File: config.mk
export PLATFORM = sky130hd
export DESIGN_NAME = sound_scheduler
export DESIGN_NICKNAME = d
export VERILOG_FILES = /design/src/rtl/sound_pkg.sv /design/src/rtl/frame_tick_sync.sv /design/src/rtl/sound_scheduler.sv
export SDC_FILE = /design/constraint.sdc
export NUM_CORES = 1
export LEC_CHECK = 0
export BUFFER_PORTS_ARGS = -buffer_cell sky130_fd_sc_hd__buf_2
export CAP_MARGIN = 5
export CORE_MARGIN = 2
export CORE_UTILIZATION = 35
export CTS_CLUSTER_SIZE = 24
export DETAILED_ROUTE_END_ITERATION = 8
export HOLD_SLACK_MARGIN = 0.06
export SLEW_MARGIN = 10
export SYNTH_ARGS = -nofsm -noshare
export SYNTH_HDL_FRONTEND = slang
export SYNTH_SLANG_ARGS = --single-unit
export TNS_END_PERCENT = 30
File: constraint.sdc
create_clock -name system_clock -period 3.1 [get_ports system_clock]
set_input_delay 0.155 -clock system_clock [delete_from_list [all_inputs] [get_ports system_clock]]
set_output_delay 0.155 -clock system_clock [all_outputs]
set_load 0.03 [all_outputs]
File: src/rtl/sound_pkg.sv
// Shared state type, per-sound tone tables and amplitude default for sound_scheduler.
// Table order: bounce, brick, paddle, lose.
package sound_pkg;

  typedef enum logic [1:0] {
    StIdle,
    StPlay,
    StGap
  } sched_state_e;

  localparam int unsigned NumSounds = 4;

  localparam logic [19:0] AMP_DEFAULT = 20'h0_8000;

  // Frames per half square-wave period and total frames per sound.
  localparam logic [15:0] HALF_PERIOD [NumSounds] = '{16'd10, 16'd16, 16'd24, 16'd40};
  localparam logic [15:0] DURATION    [NumSounds] = '{16'd400, 16'd800, 16'd4800, 16'd1600};

  // A zero entry would never expire, so it behaves as a single frame.
  function automatic logic [15:0] half_period_of(logic [1:0] idx);
    return (HALF_PERIOD[idx] == 16'd0) ? 16'd1 : HALF_PERIOD[idx];
  endfunction

  function automatic logic [15:0] duration_of(logic [1:0] idx);
    return (DURATION[idx] == 16'd0) ? 16'd1 : DURATION[idx];
  endfunction

endpackage

File: src/rtl/frame_tick_sync.sv
// Brings the codec frame-ready strobe into system_clock and emits one pulse per rising edge.
module frame_tick_sync (
  input  logic system_clock,
  input  logic reset,
  input  logic ready,
  output logic frame_tick
);

  // [0],[1] form the synchroniser; [2] holds the previous synchronised level.
  logic [2:0] sync_q;

  always_ff @(posedge system_clock or posedge reset) begin
    if (reset) begin
      sync_q <= 3'b000;
    end else begin
      sync_q <= {sync_q[1:0], ready};
    end
  end

  assign frame_tick = sync_q[1] & ~sync_q[2];

endmodule

File: src/rtl/sound_scheduler.sv
// Priority scheduler driving square-wave sound effects onto the AC97 left/right slots.
// Define SOUND_QUEUE_EN to latch losing requests and serve them when the gap ends.
module sound_scheduler
  import sound_pkg::*;
#(
  parameter int unsigned NUM_REQ    = 4,
  parameter logic [19:0] AMP        = AMP_DEFAULT,
  parameter int unsigned GAP_FRAMES = 240
) (
  input  logic                                       system_clock,
  input  logic                                       reset,
  input  logic                                       ready,
  input  logic [NUM_REQ-1:0]                         req,
  output logic [NUM_REQ-1:0]                         ack,
  output logic                                       busy,
  output logic [((NUM_REQ > 1) ? $clog2(NUM_REQ) : 1)-1:0] active_id,
  output logic [19:0]                                left_out_data,
  output logic [19:0]                                right_out_data
);

  localparam int unsigned IdW     = (NUM_REQ > 1) ? $clog2(NUM_REQ) : 1;
  localparam logic [15:0] GapLoad = (GAP_FRAMES == 0) ? 16'd1 : 16'(GAP_FRAMES);
  localparam logic [19:0] NegAmp  = 20'(~AMP + 20'd1);

  logic frame_tick;

  frame_tick_sync u_frame_tick_sync (
    .system_clock (system_clock),
    .reset        (reset),
    .ready        (ready),
    .frame_tick   (frame_tick)
  );

  sched_state_e   state_q, state_d;
  logic [IdW-1:0] id_q, id_d;
  logic           neg_q, neg_d;
  logic [15:0]    half_q, half_d;
  logic [15:0]    dur_q, dur_d;
  logic [15:0]    gap_q, gap_d;

  logic [NUM_REQ-1:0] ack_d;
  logic               req_any;
  logic [IdW-1:0]     req_win;
  logic               start;
  logic [IdW-1:0]     start_id;

  always_comb begin
    req_any = |req;
    req_win = '0;
    for (int i = int'(NUM_REQ) - 1; i >= 0; i--) begin
      if (req[i]) req_win = IdW'(i);
    end
  end

`ifdef SOUND_QUEUE_EN
  logic [NUM_REQ-1:0] pending_q, pending_d;
  logic [NUM_REQ-1:0] eligible;
  logic [IdW-1:0]     pend_win;

  // A request arriving on the gap's last frame competes with those already queued.
  always_comb begin
    eligible = pending_q | req;
    pend_win = '0;
    for (int i = int'(NUM_REQ) - 1; i >= 0; i--) begin
      if (eligible[i]) pend_win = IdW'(i);
    end
  end
`endif

  always_comb begin
    state_d  = state_q;
    id_d     = id_q;
    neg_d    = neg_q;
    half_d   = half_q;
    dur_d    = dur_q;
    gap_d    = gap_q;
    ack_d    = '0;
    start    = 1'b0;
    start_id = req_win;

    unique case (state_q)
      StIdle: begin
        if (req_any) start = 1'b1;
      end

      StPlay: begin
        // Preemption takes priority over a coincident frame tick.
        if (req_any && (req_win < id_q)) begin
          start = 1'b1;
        end else if (frame_tick) begin
          if (half_q <= 16'd1) begin
            half_d = half_period_of(2'(id_q));
            neg_d  = ~neg_q;
          end else begin
            half_d = half_q - 16'd1;
          end
          if (dur_q <= 16'd1) begin
            dur_d   = 16'd0;
            neg_d   = 1'b0;
            gap_d   = GapLoad;
            state_d = StGap;
          end else begin
            dur_d = dur_q - 16'd1;
          end
        end
      end

      StGap: begin
        if (frame_tick) begin
          if (gap_q <= 16'd1) begin
            gap_d   = 16'd0;
            state_d = StIdle;
`ifdef SOUND_QUEUE_EN
            if (|eligible) begin
              start    = 1'b1;
              start_id = pend_win;
            end
`endif
          end else begin
            gap_d = gap_q - 16'd1;
          end
        end
      end

      default: state_d = StIdle;
    endcase

    if (start) begin
      state_d         = StPlay;
      id_d            = start_id;
      neg_d           = 1'b0;
      half_d          = half_period_of(2'(start_id));
      dur_d           = duration_of(2'(start_id));
      gap_d           = 16'd0;
      ack_d[start_id] = 1'b1;
    end
  end

`ifdef SOUND_QUEUE_EN
  always_comb begin
    pending_d = pending_q;
    if (state_q != StIdle) pending_d = (pending_q | req) & ~ack_d;
  end

  always_ff @(posedge system_clock or posedge reset) begin
    if (reset) begin
      pending_q <= '0;
    end else begin
      pending_q <= pending_d;
    end
  end
`endif

  always_ff @(posedge system_clock or posedge reset) begin
    if (reset) begin
      state_q <= StIdle;
      id_q    <= '0;
      neg_q   <= 1'b0;
      half_q  <= 16'd0;
      dur_q   <= 16'd0;
      gap_q   <= 16'd0;
    end else begin
      state_q <= state_d;
      id_q    <= id_d;
      neg_q   <= neg_d;
      half_q  <= half_d;
      dur_q   <= dur_d;
      gap_q   <= gap_d;
    end
  end

  // Samples derive from registered state only, so they hold steady for a whole frame.
  logic [19:0] sample;

  always_comb begin
    sample = 20'h0;
    if (state_q == StPlay) sample = neg_q ? NegAmp : AMP;
  end

  assign ack            = reset ? '0 : ack_d;
  assign busy           = (state_q != StIdle);
  assign active_id      = id_q;
  assign left_out_data  = sample;
  assign right_out_data = sample;

endmodule

==> flow_summary.json <==
{
  "run_status": "completed",
  "worst_pin_slew_ps": 897,
  "number_of_cts_inserted_buffers": 5,
  "grt_pass1_wl_um": 13800,
  "die_height_um": 108,
  "cts_buffer_depth": 2,
  "yosysWarnings": 0,
  "synthesis.area_sq_um": 3810,
  "timing.critical_path.slowest_cell_delay_ps": 550,
  "drtIter0Drc": 145,
  "critical_path_class": "reg2out",
  "postSynth.topFlopCell": "dfrtp_1",
  "cts_sinks": 56,
  "path_max_fanout": 16,
  "hpwl_um": 6000,
  "drc": 0,
  "max-vdd-ir-drop_uv": 410,
  "n_antenna_cell": 0,
  "post_drt_via_cell_ratio": 5.22,
  "count_of_input_and_output_buffers": 23,
  "first_global_vias": 2823,
  "die_w_um": 108,
  "place.gp.congestion": 0.843,
  "initial_utilization_pct": 35.5,
  "rsz0062_at_grt": "no",
  "detail_route.first_pass.iterations": 4,
  "min_delay_path_class": "in2reg",
  "cp_slowest_cell": "and3_1",
  "ys_seq_area_share_pct": 36.8,
  "p_total_uw": 3690,
  "timing.setup.tns_ps": 0,
  "fp-row-count": 38,
  "core_area_sq_um": 10700,
  "worst_setup_hold_path_clk_slew_ps": 100,
  "clkLatencyLatePin_ps": 310,
  "synth_async_sr_flop_share_pct": 100,
  "groute.usage.overall_pct": 14.9,
  "timing.clock.skew_ps": 10.7,
  "layout.cells.most_common": "dfrtp_1",
  "hold_viol_final": 0,
  "ant_nets": 0,
  "relSlewSlack_pct": 39.6,
  "worst_ep_arrival_time_ps": 2430,
  "distinct_cell_type_count_after_synthesis": 57,
  "post-cts-setup-buffers": 0,
  "timing.max_cap.violations": 0,
  "postLayoutCoreUtil_pct": 37.2,
  "cts_max_level": 2,
  "drt-wirelength-per-cell_um": 13.9,
  "layout-drive-gt1-share_pct": 11.5,
  "synth_seq_cells": 56,
  "path_common_cell": "and3_1",
  "io-pin-count": 54,
  "mostFrequentLayoutCells": "dfrtp_1, nor2_1, o21ai_0",
  "crit_path_start_kind": "flip-flop",
  "syn-mean-instance-area_sq_um": 8.68,
  "finalMaxSlewViolations": 0,
  "detailroute.via_count": 3098,
  "synth_edf_count": 0,
  "critical_path_required_ps": 2940,
  "die_area_sq_um": 11700,
  "num-nets-final": 476,
  "syn2layout_area_growth_pct": 5.02,
  "sort_of_element_at_the_end_of_the_critical_path": "output port",
  "tritoncts": "yes",
  "postCtsResizedCells": 0,
  "grt_start_max_net_pins": 39,
  "synth_cells": 439,
  "clockRootBuffer": "clkbuf_8",
  "leakage_uw": 0.00186,
  "max_freq_ghz": 0.387,
  "post-route-period-util_pct": 83.3,
  "grt_overflow": 0,
  "pwr_density_cell_nw_per_um2": 922,
  "path_cells": "inv_1, ha_1, a31oi_1, and3_1, and3_1, buf_2",
  "final.min_clock_period_ps": 2580,
  "final-setup-viol-count": 0,
  "routed_wl_um": 8230,
  "antenna_found_initial": 0
}
[worst max-delay path: cells and delay by family, from the launching register on]
kind            cells  cell delay, ps
flops               1             410
simple gates        2             770
compound gates      1             250
fa+ha+maj           1             300
buf+inv             2             380
[area by class of cell]
| cell class | count | area [sq um] |
|---|---|---|
| Fill cell | 1120 | 6740 |
| Multi-Input combinational cell | 339 | 2060 |
| Sequential cell | 56 | 1400 |
| Timing Repair Buffer | 33 | 195 |
| Tap cell | 140 | 175 |
| Clock buffer | 6 | 72.6 |
| Inverter | 17 | 63.8 |
| Clock inverter | 2 | 38.8 |
[per-layer routing]
layer,global-route usage [%],up-vias,routed length (um)
li1,-,1524,-
met1,20.6,1464,3870
met2,23.9,99,3830
met3,2.23,11,402
met4,4.85,0,123
met5,0,-,0
[power breakdown]
| part | switching, uW | leakage (uW) | internal, uW |
|---|---|---|---|
| Sequential | 258 | 0.000732 | 957 |
| Clock | 249 | 0.0000558 | 245 |
| Combinational | 1240 | 0.00108 | 745 |
| Total | 1740 | 0.00186 | 1950 |
[sequential cells by signal, summed over array words and instances (netlist names)]
register	flops
gap_q	16
half_q	16
neg_q	1
state_q	2
u_frame_tick_sync.sync_q	3
dur_q	16
active_id	2
[synthesized netlist by cell type, drive strengths merged (3+ instances only)]
cell     number  area (sq um)
or2           6          37.5
or4           3          26.3
o21ai        37           185
and3          6          37.5
a21oi        16          80.1
a31oi         6          37.5
o41ai         3          26.3
a21o          4          30.0
o31ai         5          37.5
nand2        28           105
nor2         51           191
nor4         16           128
nand3         7          40.0
o211ai        4          30.0
nor2b         4          25.0
a22o          4          35.0
clkbuf        8          30.0
inv          17          63.8
nand4         3          18.8
xnor2        12           105
ha           17           213
dfrtp        56          1400
buf          48           369
and2          4          25.0
nor3         16          85.1
nor4b         3          26.3
nand2b        8          50.1
o221ai        3          26.3
a2bb2oi       3          26.3
or3          14          87.6
[cells by family after synthesis]
logic type | after synthesis | share of synthesized area (%)
AO/OA/AOI/OAI | 102 | 17.3
buffers and inverters | 73 | 12.1
AND/OR/NAND/NOR | 175 | 24.6
other | 1 | 0.0984
flip-flops | 56 | 36.8
multiplexers | 2 | 0.525
XOR/XNOR | 13 | 2.99
adder cells (fa/ha/maj) | 17 | 5.58
[metrics by stage]
step	cell area [sq um]	cells	setup WS [ps]	hold slack, ps
after floorplan	3920	468	659	186
after global placement	3870	583	568	216
after detailed placement	3870	583	429	214
after CTS	4000	593	488	268
after global routing	4000	593	364	290
final	4000	593	516	287
[worst paths after layout]
check,start,end,slack [ps],depth (start not counted)
worst max-delay path,active_id[1],ack[2],520,6
worst min-delay path,req[0],active_id[0],290,4
worst max register to register,dur_q[9],neg_q,560,7
worst min register to register,u_frame_tick_sync.sync_q[0],u_frame_tick_sync.sync_q[1],370,0
max in group asynchronous,reset,state_q[0],1830,4
min in group asynchronous,reset,dur_q[7],400,3
[what timing repair did]
action	CTS	global route
setup endpoints to repair	0	0
hold buffers	2	0
endpoints found under the hold margin	19	0
Note: power is estimated with default switching activity, not from simulation.
